File: src/rtl/stage_pkg.sv
// Shared types and stage-index names for the instruction stage sequencer.
// Datapath code indexes stage_fire with the STG_* names of the default 10-stage loop.
// Carries no logic of its own.
package stage_pkg;

    typedef enum logic [1:0] {
        INIT  = 2'd0,
        RUN   = 2'd1,
        HALT  = 2'd2,
        PAUSE = 2'd3
    } seq_state_t;

    localparam int DEFAULT_N_STAGES = 10;

    localparam int STG_IF     = 0;
    localparam int STG_IF_ID  = 1;
    localparam int STG_ID     = 2;
    localparam int STG_ID_EX  = 3;
    localparam int STG_EX     = 4;
    localparam int STG_EX_MEM = 5;
    localparam int STG_MEM    = 6;
    localparam int STG_MEM_WB = 7;
    localparam int STG_WB     = 8;
    localparam int STG_WB_IF  = 9;

endpackage

File: src/rtl/stage_sequencer_if.sv
// Control/status bundle between the stage sequencer and the core datapath.
// master = sequencer side (drives enables); slave = core/debug side (drives run controls).
// Purely a wiring bundle; no timing of its own.
interface stage_sequencer_if #(
    parameter int N_STAGES = 10,
    parameter int STAGE_W  = $clog2(N_STAGES),
    parameter int CNT_W    = 32
);
    logic                enable;
    logic [N_STAGES-1:0] stall_req;
    logic                flush;
    logic                step_mode;
    logic                step;

    logic [STAGE_W-1:0]  stage;
    logic [N_STAGES-1:0] stage_active;
    logic [N_STAGES-1:0] stage_fire;
    logic                stage_reset_n;
    logic                busy;
    logic                commit;
    logic [CNT_W-1:0]    instr_count;

    modport master (
        input  enable, stall_req, flush, step_mode, step,
        output stage, stage_active, stage_fire, stage_reset_n, busy, commit, instr_count
    );

    modport slave (
        output enable, stall_req, flush, step_mode, step,
        input  stage, stage_active, stage_fire, stage_reset_n, busy, commit, instr_count
    );
endinterface

File: src/rtl/stage_counter.sv
// Wrapping mod-N index with clear > advance > hold priority and a terminal-count flag.
// Index is registered; tc is combinational from the index.
// No backpressure: the owner decides each cycle whether to advance.
module stage_counter #(
    parameter int N = 10,
    parameter int W = $clog2(N)
) (
    input  logic         clk,
    input  logic         reset_n,
    input  logic         clear,
    input  logic         advance,
    output logic [W-1:0] idx,
    output logic         tc
);
    localparam logic [W-1:0] LAST = W'(N - 1);

    assign tc = (idx == LAST);

    always_ff @(posedge clk) begin
        if (!reset_n) begin
            idx <= '0;
        end else if (clear) begin
            idx <= '0;
        end else if (advance) begin
            idx <= tc ? '0 : idx + 1'b1;
        end
    end
endmodule

File: src/rtl/stage_sequencer.sv
// Walks one instruction at a time through N_STAGES stages, emitting one-hot active/fire enables.
// Stage index and state registered; stage_fire and commit are same-cycle combinational.
// A stall on the current stage holds it; enable/step_mode act only at instruction boundaries.
module stage_sequencer
    import stage_pkg::*;
#(
    parameter int N_STAGES = 10,
    parameter int STAGE_W  = $clog2(N_STAGES),
    parameter int CNT_W    = 32
) (
    input  logic                clk,
    input  logic                reset_n,
    stage_sequencer_if.master   seq
);
    seq_state_t          state_q;
    seq_state_t          state_d;
    logic                srn_q;
    logic [CNT_W-1:0]    cnt_q;

    logic [STAGE_W-1:0]  stage_idx;
    logic                last_stage;
    logic                run;
    logic                cur_stall;
    logic                ctr_clear;
    logic                ctr_adv;
    logic                commit_c;
    logic [N_STAGES-1:0] stage_oh;
    logic [N_STAGES-1:0] active;

    stage_counter #(
        .N (N_STAGES),
        .W (STAGE_W)
    ) u_loop_idx (
        .clk     (clk),
        .reset_n (reset_n),
        .clear   (ctr_clear),
        .advance (ctr_adv),
        .idx     (stage_idx),
        .tc      (last_stage)
    );

    assign run      = (state_q == RUN);
    assign stage_oh = {{(N_STAGES-1){1'b0}}, 1'b1} << stage_idx;
    assign active   = run ? stage_oh : '0;

    // Masking with the active one-hot makes stall bits of other stages irrelevant.
    assign cur_stall = |(active & seq.stall_req);
    // Flush at the last stage still fires its enables but is not an instruction boundary.
    assign commit_c  = run && last_stage && !cur_stall && !seq.flush;

    always_comb begin
        state_d   = state_q;
        ctr_clear = 1'b0;
        ctr_adv   = 1'b0;
        unique case (state_q)
            INIT: begin
                ctr_clear = 1'b1;
                state_d   = seq.enable ? RUN : HALT;
            end
            RUN: begin
                if (seq.flush) begin
                    ctr_clear = 1'b1;
                end else if (!cur_stall) begin
                    ctr_adv = 1'b1;
                    if (last_stage) begin
                        if (!seq.enable) begin
                            state_d = HALT;
                        end else if (seq.step_mode) begin
                            state_d = PAUSE;
                        end else begin
                            state_d = RUN;
                        end
                    end
                end
            end
            HALT: begin
                ctr_clear = 1'b1;
                if (seq.enable) begin
                    state_d = RUN;
                end
            end
            PAUSE: begin
                ctr_clear = 1'b1;
                if (!seq.enable) begin
                    state_d = HALT;
                end else if (seq.step || !seq.step_mode) begin
                    state_d = RUN;
                end
            end
            default: begin
                state_d = INIT;
            end
        endcase
    end

    always_ff @(posedge clk) begin
        if (!reset_n) begin
            state_q <= INIT;
            srn_q   <= 1'b0;
            cnt_q   <= '0;
        end else begin
            state_q <= state_d;
            // Datapath reset is released once, on leaving INIT, and stays released.
            if (state_q == INIT) begin
                srn_q <= 1'b1;
            end
            if (commit_c) begin
                cnt_q <= cnt_q + 1'b1;
            end
        end
    end

    assign seq.stage         = stage_idx;
    assign seq.stage_active  = active;
    assign seq.stage_fire    = active & ~seq.stall_req;
    assign seq.stage_reset_n = srn_q;
    assign seq.busy          = run;
    assign seq.commit        = commit_c;
    assign seq.instr_count   = cnt_q;

    a_active_onehot0 : assert property (@(posedge clk) disable iff (!reset_n)
        $onehot0(seq.stage_active));
    a_stage_in_range : assert property (@(posedge clk) disable iff (!reset_n)
        32'(seq.stage) < N_STAGES);
    a_fire_within_active : assert property (@(posedge clk) disable iff (!reset_n)
        (seq.stage_fire & ~seq.stage_active) == '0);
endmodule

File: src/flat_wrapper.sv
// flat-port wrapper written by rule: the top's interface ports become plain ports
module stage_sequencer_flat import stage_pkg::*;
#(
    parameter int N_STAGES = 10,
    parameter int STAGE_W  = $clog2(N_STAGES),
    parameter int CNT_W    = 32
)
  (clk, reset_n, seq_enable, seq_stall_req, seq_flush, seq_step_mode, seq_step, seq_stage, seq_stage_active, seq_stage_fire, seq_stage_reset_n, seq_busy, seq_commit, seq_instr_count);
  stage_sequencer_if #(.N_STAGES(N_STAGES), .STAGE_W(STAGE_W), .CNT_W(CNT_W)) seq_i ();
  input  logic clk;
  input  logic reset_n;
  input wire logic [$bits(seq_i.enable)-1:0] seq_enable;
  input wire logic [$bits(seq_i.stall_req)-1:0] seq_stall_req;
  input wire logic [$bits(seq_i.flush)-1:0] seq_flush;
  input wire logic [$bits(seq_i.step_mode)-1:0] seq_step_mode;
  input wire logic [$bits(seq_i.step)-1:0] seq_step;
  output wire logic [$bits(seq_i.stage)-1:0] seq_stage;
  output wire logic [$bits(seq_i.stage_active)-1:0] seq_stage_active;
  output wire logic [$bits(seq_i.stage_fire)-1:0] seq_stage_fire;
  output wire logic [$bits(seq_i.stage_reset_n)-1:0] seq_stage_reset_n;
  output wire logic [$bits(seq_i.busy)-1:0] seq_busy;
  output wire logic [$bits(seq_i.commit)-1:0] seq_commit;
  output wire logic [$bits(seq_i.instr_count)-1:0] seq_instr_count;
  assign seq_i.enable = seq_enable;
  assign seq_i.stall_req = seq_stall_req;
  assign seq_i.flush = seq_flush;
  assign seq_i.step_mode = seq_step_mode;
  assign seq_i.step = seq_step;
  assign seq_stage = seq_i.stage;
  assign seq_stage_active = seq_i.stage_active;
  assign seq_stage_fire = seq_i.stage_fire;
  assign seq_stage_reset_n = seq_i.stage_reset_n;
  assign seq_busy = seq_i.busy;
  assign seq_commit = seq_i.commit;
  assign seq_instr_count = seq_i.instr_count;
  stage_sequencer #(.N_STAGES(N_STAGES), .STAGE_W(STAGE_W), .CNT_W(CNT_W)) u_core (.clk(clk), .reset_n(reset_n), .seq(seq_i));
endmodule
File: config.mk
export PLATFORM = sky130hd
export DESIGN_NAME = stage_sequencer_flat
export DESIGN_NICKNAME = d
export VERILOG_FILES = /design/src/rtl/stage_pkg.sv /design/src/rtl/stage_sequencer_if.sv /design/src/rtl/stage_counter.sv /design/src/rtl/stage_sequencer.sv /design/src/flat_wrapper.sv
export SDC_FILE = /design/constraint.sdc
export NUM_CORES = 1
export LEC_CHECK = 0
export BUFFER_PORTS_ARGS = -buffer_cell sky130_fd_sc_hd__buf_4
export CAP_MARGIN = 30
export CELL_PAD_IN_SITES_DETAIL_PLACEMENT = 0
export CELL_PAD_IN_SITES_GLOBAL_PLACEMENT = 1
export CORE_MARGIN = 2
export CORE_UTILIZATION = 37
export CTS_BUF_LIST = sky130_fd_sc_hd__clkbuf_8
export DETAILED_ROUTE_END_ITERATION = 8
export PLACE_DENSITY_LB_ADDON = 0.1
export SLEW_MARGIN = 15
export SYNTH_ARGS = -nofsm -noshare
export SYNTH_HDL_FRONTEND = slang
export SYNTH_SLANG_ARGS = --single-unit
File: constraint.sdc
create_clock -name clk -period 2.9 [get_ports clk]
set_input_delay 0.145 -clock clk [delete_from_list [all_inputs] [get_ports clk]]
set_output_delay 0.145 -clock clk [all_outputs]
set_load 0.01 [all_outputs]
==> results of run 1 <==
layout by cell type (no fill, tap or decap), types with 3 or more instances in the layout:
cell,count
buf_4,76
dfxtp_1,39
nor2_1,34
a21oi_1,17
o21ai_0,16
xor2_1,16
nand2_1,14
nand3_1,12
nand4_1,9
or3_1,8
inv_1,7
nor2b_1,7
nor3_1,7
and3_1,7
ha_1,7
and4_1,6
clkbuf_8,6
and2_1,5
nand3b_1,3
xnor2_1,3
o21a_1,3
or4_1,3
power breakdown:
part	leakage (nW)	switching (mW)	total [mW]	internal [mW]
clock network	0.0618	0.204	0.488	0.283
logic	0.835	0.131	0.234	0.103
registers	0.315	0.0177	0.568	0.551
total	1.21	0.353	1.29	0.937
routing by layer:
metal  up-vias  global-route usage
met4         0              0.0407
li1       1083                   -
met1       974               0.216
met5         -                   0
met2        55               0.274
met3         4              0.0333
worst paths after layout:
kind / from / end / depth (start not counted)
worst max-delay path: u_core.u_loop_idx.idx[3] / u_core.seq.instr_count[31] / 5
worst min-delay path: reset_n / u_core.seq.instr_count[23] / 2
worst max register to register: u_core.u_loop_idx.idx[3] / u_core.seq.instr_count[31] / 5
worst min register to register: u_core.seq.stage_reset_n / u_core.seq.stage_reset_n / 2
stage by stage:
step           hold WS (ns)  worst slack [ns]  power [mW]  utilization
2_1_floorplan         0.263             0.725       0.729            -
3_3_place_gp          0.385             0.582       0.816        0.478
3_5_place_dp          0.378             0.536       0.816        0.478
4_1_cts              0.0679             0.538        1.31        0.499
5_1_grt              0.0782             0.309        1.36        0.499
6_report             0.0781             0.552        1.29        0.499
logic make-up after synthesis:
| logic type | after synthesis | share of synthesized area |
|---|---|---|
| buffers and inverters | 21 | 0.0458 |
| and+or+nand+nor | 130 | 0.342 |
| adders and majority gates | 7 | 0.0400 |
| DFF | 39 | 0.357 |
| xor gates and xnor gates | 19 | 0.0761 |
| muxes | 3 | 0.0143 |
| AOI/OAI and AO/OA | 47 | 0.125 |
cell type report:
class                      instances  area [um2]
multi-input combinational        206        1310
clock buffer                       6        82.6
inverter                           8        30.0
sequential                        39         781
timing repair buffer              76         571
fill                             608        2910
tap                               75        93.8
clock inverter                     2        38.8
cells in the mapped netlist, types with 3 or more instances:
cell type | instances | area (um2)
or3_1 | 8 | 50.1
o21ai_0 | 16 | 80.1
nor3_1 | 7 | 35.0
buf_2 | 3 | 15.0
a21oi_1 | 17 | 85.1
o21a_1 | 3 | 22.5
or4_1 | 3 | 22.5
dfxtp_1 | 39 | 781
inv_1 | 7 | 26.3
nor2b_1 | 7 | 43.8
nand3b_1 | 3 | 22.5
nor2_1 | 34 | 128
ha_1 | 7 | 87.6
nand4_1 | 9 | 56.3
nand3_1 | 12 | 60.1
clkbuf_1 | 6 | 22.5
and3_1 | 7 | 43.8
xor2_1 | 16 | 140
nand2_1 | 14 | 52.6
xnor2_1 | 3 | 26.3
and2_1 | 5 | 31.3
and4_1 | 6 | 52.6
sequential cells by signal (all words and copies together) (netlist names):
signal	count
u_core.seq.instr_count	32
u_core.u_loop_idx.idx	4
u_core.state_q	2
u_core.seq.stage_reset_n	1
==> results_dict.tcl, run 1 <==
set metrics [dict create \
    status "finished, final reports clean" \
    port_buffers 74 \
    rsz0062_at_grt "no" \
    dr_wl_met2_mm 2.45 \
    synth_edf_count 0 \
    end_kind "flip-flop" \
    clockBufferDepth 2 \
    maxSlewHeadroom 0.544 \
    n_antenna_cell 0 \
    cp_max_fo 16 \
    avgViaCountPerCell 5.14 \
    ioPinCount 75 \
    met1Wirelength_mm 2.47 \
    path_cells "and4bb_2 -> and4_1 -> nand4_4 -> or4_1 -> a21oi_1" \
    hp-class "primary input to flip-flop" \
    final_cell_count_no_fill 412 \
    cp_top_family "simple AND/OR/NAND/NOR gates" \
    post_drt_wl_per_cell_um 12.7 \
    cts_setup_buffers 0 \
    drtAntennaViolNets 0 \
    skew_ns 0.0118 \
    setup_viol 0 \
    dpl_cell_area_mm2 0.00278 \
    syn_nets 289 \
    slew_violations 0 \
    max_cap_violations 0 \
    ir_drop_mv 0.283 \
    ctsResizeCount 0 \
    synth_cells 266 \
    wirelength_mm 5.23 \
    slowest_delay_ns 0.60 \
    fp.coreArea_mm2 0.00582 \
    die_x_um 80.9 \
    drtIter0Drc 78 \
    gp_congestion 0.743 \
    core.rowCount 28 \
    synth-seq-cells 39 \
    fin_setup_tns_ns 0 \
    cp_slowest_cell "dfxtp_1" \
    synth-main-ff-cell "dfxtp_1" \
    dpl.cell_count 404 \
    initial_core_util 0.376 \
    fmax_ghz 0.426 \
    clk_pin_slew_ns 0.09 \
    cp-start-kind "flip-flop" \
    power_density_mw_per_mm2 444 \
    cp.required_ns 3.12 \
    area_growth_pct 32.7 \
    cts_tree "yes" \
    cts_root_buf "clkbuf_8" \
    grt_pass1_wl_mm 8.60 \
    syn_area_per_cell_um2 8.22 \
    hpwl_mm 3.89 \
    layout_min_cycle_time_ns 2.35 \
    tightestPinTransition_ns 0.673 \
    fin_crit_sh 0.810 \
    grt.overflow.total 0 \
    clock_sinks 39 \
    cts_inserted_buffers 5 \
    ys_types 46 \
    hold_buffers 0 \
    htree_levels 2 \
    async_flop_share 0 \
    drive_above_1_share 0.279 \
    die_h_um 80.9 \
    vias 2116 \
    grt_usage 0.164 \
    postLayoutCellArea_mm2 0.00290 \
    fin_nets 359 \
    antenna_found_initial 0 \
    wl_met3_um 278 \
    drc_errors 0 \
    yosysWarnings 0 \
    first_pass_iters 4 \
    synth_seq_area_share 0.357 \
    grt_pass1_vias 1871 \
    cp.arrival_ns 2.57 \
    setup.worst_path.class "flip-flop to flip-flop" \
    dr.max_layer_used "met4" \
    hold_viol 0 \
    clk_latency_ns 0.29 \
    die_area_mm2 0.00654 \
    r2r_slack_ns 0.55 \
    netlist_area_mm2 0.00219 \
    grt_max_degree 35 \
    leakage_nw 1.21 \
    cp_num_buf_inv 0 \
]
Power figures use the tool's default switching activity.
==> run 2: changes to the inputs <==
- clock period: 2.9 -> 2.3 ns (I/O delays scaled with it)
==> results_dict.tcl, run 2 (synthesis gave the netlist of run 1 again) <==
set metrics [dict create \
    leakage_nw 1.24 \
    skew_ns 0.00900 \
    hp-class "primary input to flip-flop" \
    cts_root_buf "clkbuf_8" \
    status "finished, final reports clean" \
    core.rowCount 28 \
    setup_viol 0 \
    fin_crit_sh 0.921 \
    final_cell_count_no_fill 418 \
    avgViaCountPerCell 5.14 \
    slowest_delay_ns 0.57 \
    die_area_mm2 0.00654 \
    layout_commonest_cell "buf_4" \
    area_growth_pct 34.7 \
    drive_above_1_share 0.297 \
    maxSlewHeadroom 0.641 \
    cp.arrival_ns 2.33 \
    cp-start-kind "flip-flop" \
    grt_pass1_vias 1932 \
    drtAntennaViolNets 0 \
    grt_pass1_wl_mm 9.01 \
    wirelength_mm 5.42 \
    clock_sinks 39 \
    n_antenna_cell 0 \
    hpwl_mm 4.08 \
    max_cap_violations 0 \
    reg2reg_from "u_core.state_q[1]" \
    ioPinCount 75 \
    largest_reg_flops 32 \
    gp_congestion 0.734 \
    grt.overflow.total 0 \
    tightestPinTransition_ns 0.535 \
    rsz0062_at_grt "no" \
    setup.worst_path.class "flip-flop to flip-flop" \
    worstHoldStart "reset_n" \
    path_cells "inv_1 -> ha_1 -> buf_4 -> nor2b_1 -> o21ai_1 -> o311ai_2 -> or4_2 -> a21oi_1" \
    layout_min_cycle_time_ns 2.12 \
    grt_usage 0.172 \
    post_drt_wl_per_cell_um 13.0 \
    antenna_found_initial 0 \
    die_h_um 80.9 \
    cp_num_buf_inv 2 \
    dpl.cell_count 412 \
    fp.coreArea_mm2 0.00582 \
    power_density_mw_per_mm2 497 \
    drc_errors 0 \
    cts_inserted_buffers 5 \
    die_x_um 80.9 \
    htree_levels 2 \
    cp_slowest_cell "or4_2" \
    cp.required_ns 2.51 \
    vias 2149 \
    clk_pin_slew_ns 0.08 \
    fin_setup_tns_ns 0 \
    slew_violations 0 \
    grt_max_degree 20 \
    cp_top_family "simple AND/OR/NAND/NOR gates" \
    postLayoutCellArea_mm2 0.00295 \
    clockBufferDepth 2 \
    end_kind "flip-flop" \
    hold_buffers 0 \
    drtIter0Drc 121 \
    fin_nets 367 \
    dpl_cell_area_mm2 0.00286 \
    cp_max_fo 8 \
    ir_drop_mv 0.300 \
    finalPower_mw 1.46 \
    final_cell_mix "buf_4, dfxtp_1, nor2_1" \
    port_buffers 74 \
    crit_path_start "u_core.state_q[1]" \
    clk_latency_ns 0.28 \
    first_pass_iters 4 \
    fmax_ghz 0.472 \
    cts_tree "yes" \
    hold_viol 0 \
    initial_core_util 0.376 \
]
## run 2: cell types whose count changed in the layout (fill, tap and decap cells not counted), sizes merged
cell / previous run / this run
buf: 76 / 84
clkbuf: 6 / 5
bufinv: 1 / 0
clkinvlp: 0 / 1
inv: 8 / 7
## run 2: layout make-up
| class | instances | area (um2) |
|---|---|---|
| clock buffer | 5 | 68.8 |
| clock inverter | 1 | 7.51 |
| fill | 598 | 2870 |
| inverter | 8 | 30.0 |
| multi-input combinational | 206 | 1320 |
| sequential | 39 | 781 |
| tap | 75 | 93.8 |
| timing repair buffer | 84 | 651 |
## run 2: path summary, 6_finish.rpt
path                            slack, ns  cells after the start                         end
worst max-delay path                 0.18                      8    u_core.u_loop_idx.idx[2]
worst min-delay path                 0.07                      2  u_core.seq.instr_count[23]
worst max register to register       0.18                      8    u_core.u_loop_idx.idx[2]
worst min register to register       0.48                      2    u_core.seq.stage_reset_n
## run 2: timing repair
action	4_1_cts	5_1_grt
resized for setup	0	2
endpoints found under the setup margin	0	3
buffers inserted	0	0
## run 2: layer usage
layer,vias up,track usage,share of wire
met1,1000,0.231,0.48
met5,-,0,0
met3,5,0.0356,0.053
met4,0,0.0475,0.0085
li1,1094,-,-
met2,50,0.279,0.46
## run 2: metrics by stage
step                hold WS [ns]   util  setup slack, ns
finish                    0.0713  0.507            0.182
global route              0.0671  0.507          0.00518
CTS                       0.0535  0.505            0.156
detailed placement         0.366  0.492            0.202
global placement           0.370  0.487            0.221
floorplan                  0.233      -            0.125
## run 2: power breakdown
part	switching (mW)	internal, mW	total (mW)
Sequential	0.0170	0.694	0.712
Combinational	0.180	0.148	0.328
Clock	0.223	0.201	0.424
==> run 3: changes to the inputs <==
- CELL_PAD_IN_SITES_DETAIL_PLACEMENT: 0 -> unset
- CELL_PAD_IN_SITES_GLOBAL_PLACEMENT: 1 -> unset
- CORE_UTILIZATION: 37 -> 40
- PLACE_DENSITY: unset -> 0.66
- PLACE_DENSITY_LB_ADDON: 0.1 -> unset
==> results_dict.tcl, run 3 (synthesis gave the netlist of run 1 again) <==
set metrics [dict create \
    cp.required_ns 2.52 \
    grt_usage 0.178 \
    tightestPinTransition_ns 0.421 \
    slew_violations 0 \
    vias 2135 \
    r2r-end "u_core.u_loop_idx.idx[2]" \
    max_cap_violations 0 \
    largest_reg_flops 32 \
    grt_pass1_vias 1916 \
    fin_crit_sh 0.933 \
    path_cells "and2_1 -> ha_1 -> a22o_1 -> o21ai_1 -> o311ai_2 -> or4_2 -> a21oi_1" \
    hold_path_end "u_core.seq.instr_count[23]" \
    gp_congestion 0.783 \
    final_cell_count_no_fill 412 \
    hpwl_mm 3.95 \
    antenna_found_initial 0 \
    r2r_slack_ns 0.16 \
    grt_max_degree 23 \
    fmax_ghz 0.466 \
    cp.arrival_ns 2.36 \
    hold_buffers 0 \
    multiInputGateArea_mm2 0.00132 \
    layout_commonest_cell "buf_4" \
    drtIter0Drc 122 \
    clk_pin_slew_ns 0.07 \
    hold_viol 0 \
    regArea_um2 781 \
    drtAntennaViolNets 0 \
    core.rowCount 26 \
    holdPathStages 2 \
    ir_drop_mv 0.327 \
    avgViaCountPerCell 5.18 \
    clock_sinks 39 \
    power_density_mw_per_mm2 496 \
    n_antenna_cell 0 \
    drc_errors 0 \
    rsz0062_at_grt "no" \
    fin_nets 366 \
    area_growth_pct 33.2 \
    clk_latency_ns 0.28 \
    finalPower_mw 1.44 \
    cp_num_buf_inv 0 \
    dpl.cell_count 406 \
    cp_max_fo 7 \
    die_area_mm2 0.00608 \
    wirelength_mm 5.27 \
    port_buffers 74 \
    status "finished, final reports clean" \
    fp.coreArea_mm2 0.00520 \
    grt_pass1_wl_mm 8.81 \
    cts_tree "yes" \
    skew_ns 0.00438 \
    hp-class "primary input to flip-flop" \
    fill_cells 514 \
    die_h_um 77.9 \
    final_cell_mix "buf_4, dfxtp_1, nor2_1" \
    fin_setup_tns_ns 0 \
    reg2reg_depth 7 \
    cts_setup_buffers 0 \
    cts_root_buf "clkbuf_8" \
    setup_viol 0 \
    ctsResizeCount 0 \
    end_kind "flip-flop" \
    setup.worst_path.class "flip-flop to flip-flop" \
    maxSlewHeadroom 0.719 \
    die_x_um 77.9 \
    first_pass_iters 4 \
    initial_core_util 0.420 \
    grt.overflow.total 0 \
    reg2reg_from "u_core.u_loop_idx.idx[0]" \
    cp_slowest_cell "or4_2" \
    cp-start-kind "flip-flop" \
    worstHoldStart "reset_n" \
    cp_top_family "compound AO/OA/AOI/OAI gates" \
    drive_above_1_share 0.292 \
    leakage_nw 1.23 \
    ioPinCount 75 \
    cts_inserted_buffers 5 \
    clockBufferDepth 2 \
    layout_min_cycle_time_ns 2.14 \
    htree_levels 2 \
    slowest_delay_ns 0.56 \
    post_drt_wl_per_cell_um 12.8 \
]
[run 3: cell count changes in the layout (fill, tap and decap cells not counted)]
cell,change
and4_2,-1
buf_16,-1
nor4b_1,-1
inv_1,+1
clkinvlp_4,-1
and4_1,+1
nor4b_2,+1
[run 3: routing by layer]
metal / vias to the layer above / part of all wire / GRT usage
met5: - / 0 / 0
met4: 0 / 0.015 / 0.0632
met3: 7 / 0.051 / 0.0360
met2: 51 / 0.47 / 0.294
met1: 984 / 0.46 / 0.230
li1: 1093 / - / -
[run 3: layout make-up]
| class | count | area share |
|---|---|---|
| multi-input combinational | 206 | 0.453 |
| timing repair buffer | 83 | 0.214 |
| inverter | 8 | 0.0103 |
| tap | 70 | 0.0301 |
| sequential | 39 | 0.268 |
| clock inverter | 1 | 0.00129 |
| clock buffer | 5 | 0.0236 |
[run 3: stage by stage]
stage / hold WS [ns] / util / setup slack, ns / area, um2
after floorplan: 0.233 / - / 0.125 / 2190
after global placement: 0.378 / 0.543 / 0.249 / 2830
after detailed placement: 0.366 / 0.543 / 0.192 / 2830
after CTS: 0.0645 / 0.557 / 0.160 / 2900
after global routing: 0.0778 / 0.560 / 0.0427 / 2910
final: 0.0692 / 0.560 / 0.155 / 2910
[run 3: power by group]
part / total, mW / internal (mW) / switching (mW)
sequential: 0.711 / 0.695 / 0.0166
clock: 0.411 / 0.197 / 0.213
combinational: 0.323 / 0.145 / 0.178
[run 3: how the worst max path moves through the flow]
| stage | from | to | slack, ns | cells after the start |
|---|---|---|---|---|
| floorplan | u_core.u_loop_idx.idx[0] | u_core.u_loop_idx.idx[2] | 0.13 | 8 |
| global placement | u_core.u_loop_idx.idx[0] | u_core.u_loop_idx.idx[2] | 0.25 | 7 |
| detailed placement | u_core.u_loop_idx.idx[0] | u_core.u_loop_idx.idx[2] | 0.19 | 7 |
| CTS | u_core.u_loop_idx.idx[0] | u_core.u_loop_idx.idx[2] | 0.16 | 7 |
| global route | u_core.state_q[1] | u_core.u_loop_idx.idx[2] | 0.04 | 8 |
| finish | u_core.u_loop_idx.idx[0] | u_core.u_loop_idx.idx[2] | 0.16 | 7 |
